--- src/rtl/systolic_ctrl_pkg.sv ---
// systolic_ctrl_pkg: shared array size, FSM states and phase lengths
`ifndef ARRAYWIDTH
`define ARRAYWIDTH 4
`endif
package systolic_ctrl_pkg;
  typedef enum logic [2:0] {IDLE, CLR, W_LOAD, W_WRITE, A_LOAD, COMPUTE, OUT, DONE} state_t;
  function automatic int phase_n(input int n);
    return n;
  endfunction
  function automatic int phase_acc(input int n);
    return 2 * n - 2;
  endfunction
  function automatic int phase_comp(input int n);
    return 3 * n - 2;
  endfunction
endpackage

--- src/rtl/systolic_ctrl_phase_cnt.sv ---
// ctrl_phase_cnt: loadable up-counter with a terminal-count flag
module ctrl_phase_cnt #(
  parameter int W = 4
) (
  input  logic         clk,
  input  logic         rst,
  input  logic         load,
  input  logic [W-1:0] d,
  input  logic         inc,
  input  logic [W-1:0] term,
  output logic [W-1:0] q,
  output logic         tc
);
  // load takes priority over increment
  always_ff @(posedge clk or negedge rst)
    if (!rst) q <= '0;
    else if (load) q <= d;
    else if (inc) q <= q + 1'b1;
  assign tc = q == term;
endmodule

--- src/rtl/systolic_ctrl.sv ---
// systolic_ctrl: sequences weight load, activation passes and output drain for an NxN array
module systolic_ctrl
  import systolic_ctrl_pkg::*;
#(
  parameter int N = `ARRAYWIDTH,
  parameter int PASS_W = 4
) (
  input  logic              clk,
  input  logic              rst,
  input  logic              start,
  input  logic              abort,
  input  logic [PASS_W-1:0] cfg_passes,
  input  logic              cfg_relu,
  output logic              busy,
  output logic              done,
  output logic              out_valid,
  output logic              input_buffer_load_en,
  output logic              input_buffer_out_en,
  output logic              input_buffer_delay_clear,
  output logic              weight_buffer_load_en,
  output logic              weight_buffer_out_en,
  output logic              write_weight_en,
  output logic              output_buffer_load_en,
  output logic              output_buffer_out_en,
  output logic              output_buffer_load_clear,
  output logic              output_buffer_acc_enable,
  output logic              output_buffer_acc_clear,
  output logic              relu_en,
  output logic              softmax_en
);
  localparam int CW = $clog2(3 * N);
  localparam logic [CW-1:0] LAST_N = CW'(phase_n(N) - 1);
  localparam logic [CW-1:0] ACC_LO = CW'(phase_acc(N));
  localparam logic [CW-1:0] LAST_C = CW'(phase_comp(N) - 1);
  state_t state, ns;
  logic [CW-1:0] cnt, ncnt, last;
  logic [PASS_W-1:0] pass, passes_q;
  logic relu_q, cnt_tc, pass_tc, cnt_load, pass_inc, kill;
  ctrl_phase_cnt #(.W(CW)) u_cnt (
    .clk(clk), .rst(rst), .load(cnt_load), .d('0), .inc(1'b1), .term(last), .q(cnt), .tc(cnt_tc)
  );
  ctrl_phase_cnt #(.W(PASS_W)) u_pass (
    .clk(clk), .rst(rst), .load(state == CLR), .d('0), .inc(pass_inc), .term(passes_q - 1'b1),
    .q(pass), .tc(pass_tc)
  );
  // next state and phase count; the pass counter's terminal flag ends the activation loop
  always_comb begin
    kill = abort && state != IDLE;
    last = (state == COMPUTE) ? LAST_C : (state == CLR || state == DONE || state == IDLE) ? '0 : LAST_N;
    ns = state;
    if (kill) ns = IDLE;
    else if (state == IDLE) ns = start ? CLR : IDLE;
    else if (cnt_tc)
      ns = state == CLR ? W_LOAD : state == W_LOAD ? W_WRITE : state == W_WRITE ? A_LOAD :
           state == A_LOAD ? COMPUTE : state == COMPUTE ? (pass_tc ? OUT : A_LOAD) :
           state == OUT ? DONE : IDLE;
    cnt_load = ns != state || state == IDLE;
    ncnt = cnt_load ? '0 : cnt + 1'b1;
    pass_inc = state == COMPUTE && cnt_tc && !kill;
  end
  // state, latched job config and Moore outputs decoded from the upcoming state/count
  always_ff @(posedge clk or negedge rst) begin
    if (!rst) begin
      state <= IDLE;
      passes_q <= '0;
      relu_q <= 1'b0;
      {busy, done, out_valid, input_buffer_load_en, input_buffer_out_en, input_buffer_delay_clear,
       weight_buffer_load_en, weight_buffer_out_en, write_weight_en, output_buffer_load_en,
       output_buffer_out_en, output_buffer_load_clear, output_buffer_acc_enable,
       output_buffer_acc_clear, relu_en} <= '0;
    end else begin
      state <= ns;
      if (state == IDLE && start) begin
        passes_q <= cfg_passes == '0 ? PASS_W'(1) : cfg_passes;
        relu_q <= cfg_relu;
      end
      busy <= ns != IDLE;
      done <= ns == DONE;
      out_valid <= ns == OUT;
      output_buffer_out_en <= ns == OUT;
      relu_en <= ns == OUT && relu_q;
      weight_buffer_load_en <= ns == W_LOAD;
      weight_buffer_out_en <= ns == W_WRITE;
      write_weight_en <= ns == W_WRITE;
      input_buffer_load_en <= ns == A_LOAD;
      input_buffer_out_en <= ns == COMPUTE && ncnt <= LAST_N;
      output_buffer_load_en <= ns == COMPUTE && ncnt >= ACC_LO;
      output_buffer_acc_enable <= ns == COMPUTE && ncnt >= ACC_LO && pass != '0;
      input_buffer_delay_clear <= (ns == COMPUTE && ncnt == LAST_C) || kill;
      output_buffer_load_clear <= ns == CLR || kill;
      output_buffer_acc_clear <= ns == CLR || kill;
    end
  end
  assign softmax_en = 1'b0;
endmodule

--- config.mk ---
export PLATFORM = sky130hd
export DESIGN_NAME = systolic_ctrl
export DESIGN_NICKNAME = d
export VERILOG_FILES = /design/src/rtl/systolic_ctrl_pkg.sv /design/src/rtl/systolic_ctrl_phase_cnt.sv /design/src/rtl/systolic_ctrl.sv
export SDC_FILE = /design/constraint.sdc
export NUM_CORES = 1
export LEC_CHECK = 0
export ABC_AREA = 1
export CAP_MARGIN = 25
export CELL_PAD_IN_SITES_DETAIL_PLACEMENT = 0
export CELL_PAD_IN_SITES_GLOBAL_PLACEMENT = 1
export CORE_ASPECT_RATIO = 1.1
export CORE_UTILIZATION = 24
export CTS_CLUSTER_SIZE = 40
export DETAILED_ROUTE_END_ITERATION = 8
export GPL_TIMING_DRIVEN = 1
export HOLD_SLACK_MARGIN = 0.1
export PLACE_DENSITY_LB_ADDON = 0.05
export SKIP_LAST_GASP = 1
export SLEW_MARGIN = 20
export SYNTH_ARGS = -nofsm -noshare
export SYNTH_HDL_FRONTEND = slang
export SYNTH_SLANG_ARGS = --single-unit
--- constraint.sdc ---
create_clock -name clk -period 4.2 [get_ports clk]
set_input_delay 0.42 -clock clk [delete_from_list [all_inputs] [get_ports clk]]
set_output_delay 0.42 -clock clk [all_outputs]
set_load 0.1 [all_outputs]
==> impl_metrics.json <==
{
  "status": "finished, final reports clean",
  "grt_overflow_total": 0,
  "post-route-min-period_ns": 2.232,
  "cts-root-buf": "clkbuf_8",
  "row_count": 30,
  "cts_setup_buffers": 0,
  "slew_violations": 0,
  "timing.fmax_mhz": 448.1,
  "htree_levels": 1,
  "clkTransAtPathRegs_ns": 0.10,
  "relSlewSlack_pct": 34.76,
  "worstSetupPathType": "reg -> out",
  "finish.net_count": 230,
  "r2r-end": "input_buffer_delay_clear$_DFF_PN0_",
  "coreArea_um2": 6269,
  "ant_nets": 0,
  "post_cts_resized": 0,
  "cts_hold_buf": 0,
  "timing_hold_violations_final": 0,
  "fillerInstances": 649,
  "insertion_delay_ns": 0.28,
  "cpMaxStageDelayCell": "clkdlybuf4s50_1",
  "fin_area_um2": 1956,
  "vias_per_cell": 4.257,
  "fin_skew_ns": 0.002926,
  "via_count": 1260,
  "path_buf_inv": 1,
  "grt_pass1_vias": 1315,
  "end_kind": "output pin",
  "fin_ws_ns": 1.968,
  "clk_path_buf_depth": 2,
  "drc_errors": 0,
  "gp_congestion": 0.6897,
  "power.static_leakage_nw": 0.9960,
  "synth_warnings": 0,
  "max-cap-violations": 0,
  "hpwl_um": 3017,
  "start_util_pct": 25.29,
  "setup_viol": 0,
  "pre_cts_ws_ns": 2.015,
  "ff_latch_area_um2": 700.7,
  "wl_per_cell_um": 12.83,
  "clock_sinks": 28,
  "cp-start-kind": "flop",
  "timing.rr.start": "state[0]$_DFF_PN0_",
  "synth_top_cells_by_area": "dfrtp_1 (44%), nand2_1 (7.8%), inv_1 (7.1%)",
  "antenna_found_initial": 0,
  "rsz0062_at_grt": "no",
  "worst-path-max-fanout": 1,
  "fp.dieW_um": 79.49,
  "critical-path-top-delay-family": "buffers and inverters",
  "synth_cell_types": 30,
  "syn-instance-count": 194,
  "yosysSeqAreaShare_pct": 44.20,
  "area_growth_pct": 23.36,
  "holdWs_ns": 0.4736,
  "tritoncts": "done",
  "synth_top_area_share_pct": 44.20,
  "most-common-layout-cells": "nand2_1 (33), inv_1 (30), dfrtp_1 (28)",
  "grt_pass1_wl_um": 6292,
  "cp_slowest_stage_delay_ns": 1.14,
  "grt.total_usage_pct": 12.19,
  "tns_ns": 0,
  "die_h_um": 87.24,
  "reg2reg_depth": 15,
  "multi_input_area_um2": 718.2,
  "worst_pin_slew_ns": 0.9756,
  "io-pin-count": 25,
  "routed_wl_um": 3798,
  "yosys_register_bits": 28,
  "first_pass_iters": 4,
  "numCtsBuffers": 3,
  "min_path_type": "in -> async",
  "die_area_um2": 6935,
  "powerDensity_nw_per_um2": 824.7,
  "layout-drive-gt1-share_pct": 15.28,
  "final_common_cell": "nand2_1",
  "grt_start_max_net_pins": 20,
  "yosysTopAreaCell": "dfrtp_1",
  "path_cells": "clkdlybuf4s50_1",
  "synth_area_per_cell_um2": 8.171,
  "antennaDiodeCount": 0,
  "placed_area_um2": 1884,
  "crit_required_ns": 3.78,
  "syn_nets": 207,
  "timing.reg2reg.setup_slack_ns": 2.03,
  "io_buffers": 23,
  "vdd_drop_max_mv": 0.4191,
  "drt_iter0_drc": 28,
  "arrival_ns": 1.81,
  "synth_area_um2": 1585,
  "finalCritPeriodShare_pct": 53.14
}
power breakdown:
group	internal, mW	switching [mW]
clock network	0.128	0.0941
logic	0.287	0.690
registers	0.343	0.0712
total	0.758	0.855
worst max-delay path by stage:
stage / start / to / slack [ns] / cells past startpoint
floorplan: passes_q[0]$_DFFE_PN0P_ / input_buffer_delay_clear$_DFF_PN0_ / 2.37 / 16
global placement: state[0]$_DFF_PN0_ / input_buffer_delay_clear$_DFF_PN0_ / 2.01 / 15
detailed placement: state[0]$_DFF_PN0_ / input_buffer_delay_clear$_DFF_PN0_ / 2.02 / 15
CTS: output_buffer_load_en$_DFF_PN0_ / output_buffer_load_en / 1.95 / 1
global route: state[0]$_DFF_PN0_ / input_buffer_delay_clear$_DFF_PN0_ / 1.79 / 16
finish: output_buffer_load_en$_DFF_PN0_ / output_buffer_load_en / 1.97 / 1
synthesized netlist by cell type:
library cell and number:
a21oi_1 4, a21oi_2 1, a31oi_1 2, and2_4 1
buf_2 1, buf_4 4, clkbuf_1 1, conb_1 1
dfrtp_1 28, ha_1 4, inv_1 30, inv_2 4
mux2_2 1, nand2_1 33, nand2_2 10, nand2_4 2
nand3_1 13, nand3_2 4, nand3b_2 1, nand4_1 2
nor2_1 22, nor2_2 1, nor2_4 3, nor3_1 4
nor3b_1 3, o211ai_1 1, o21ai_0 5, o22ai_1 1
xnor2_1 3, xor2_1 4
routing by layer:
metal	vias up	global-route usage (%)	routed length, um
met1	591	14.45	1695
met4	0	4.463	56
met3	5	1.675	146
met2	27	22.14	1899
met5	-	0	0
li1	637	-	-
flip-flops by register name, summed over array words and instances, names as in the netlist:
register	cells
output_buffer_acc_clear	1
input_buffer_out_en	1
input_buffer_load_en	1
relu_q	1
input_buffer_delay_clear	1
output_buffer_load_en	1
output_buffer_acc_enable	1
relu_en	1
write_weight_en	1
u_cnt.q	4
output_buffer_out_en	1
weight_buffer_load_en	1
done	1
u_pass.q	4
passes_q	4
state	3
busy	1
kinds of logic after synthesis:
group           synth area share (%)
simple gates                   32.28
other cells                   0.2366
buf+inv                        10.50
xor+xnor                       3.867
fa+ha+maj                      3.157
mux                           0.7103
flops                          44.20
compound gates                 5.052
final cells by class:
class | instances | share of cell area [%]
Clock buffer | 3 | 2.111
Timing Repair Buffer | 24 | 12.16
Multi-Input combinational cell | 126 | 36.72
Clock inverter | 1 | 1.536
Tap cell | 80 | 5.118
Sequential cell | 28 | 35.83
Inverter | 34 | 6.526
per-stage QoR:
step / total power, mW / utilization [%] / std cells
2_1_floorplan: 1.198 / - / 194
3_3_place_gp: 1.419 / 30.06 / 292
3_5_place_dp: 1.406 / 30.06 / 292
4_1_cts: 1.645 / 31.20 / 296
5_1_grt: 1.740 / 31.20 / 296
6_report: 1.613 / 31.20 / 296
Note: power is estimated with default switching activity, not from simulation.
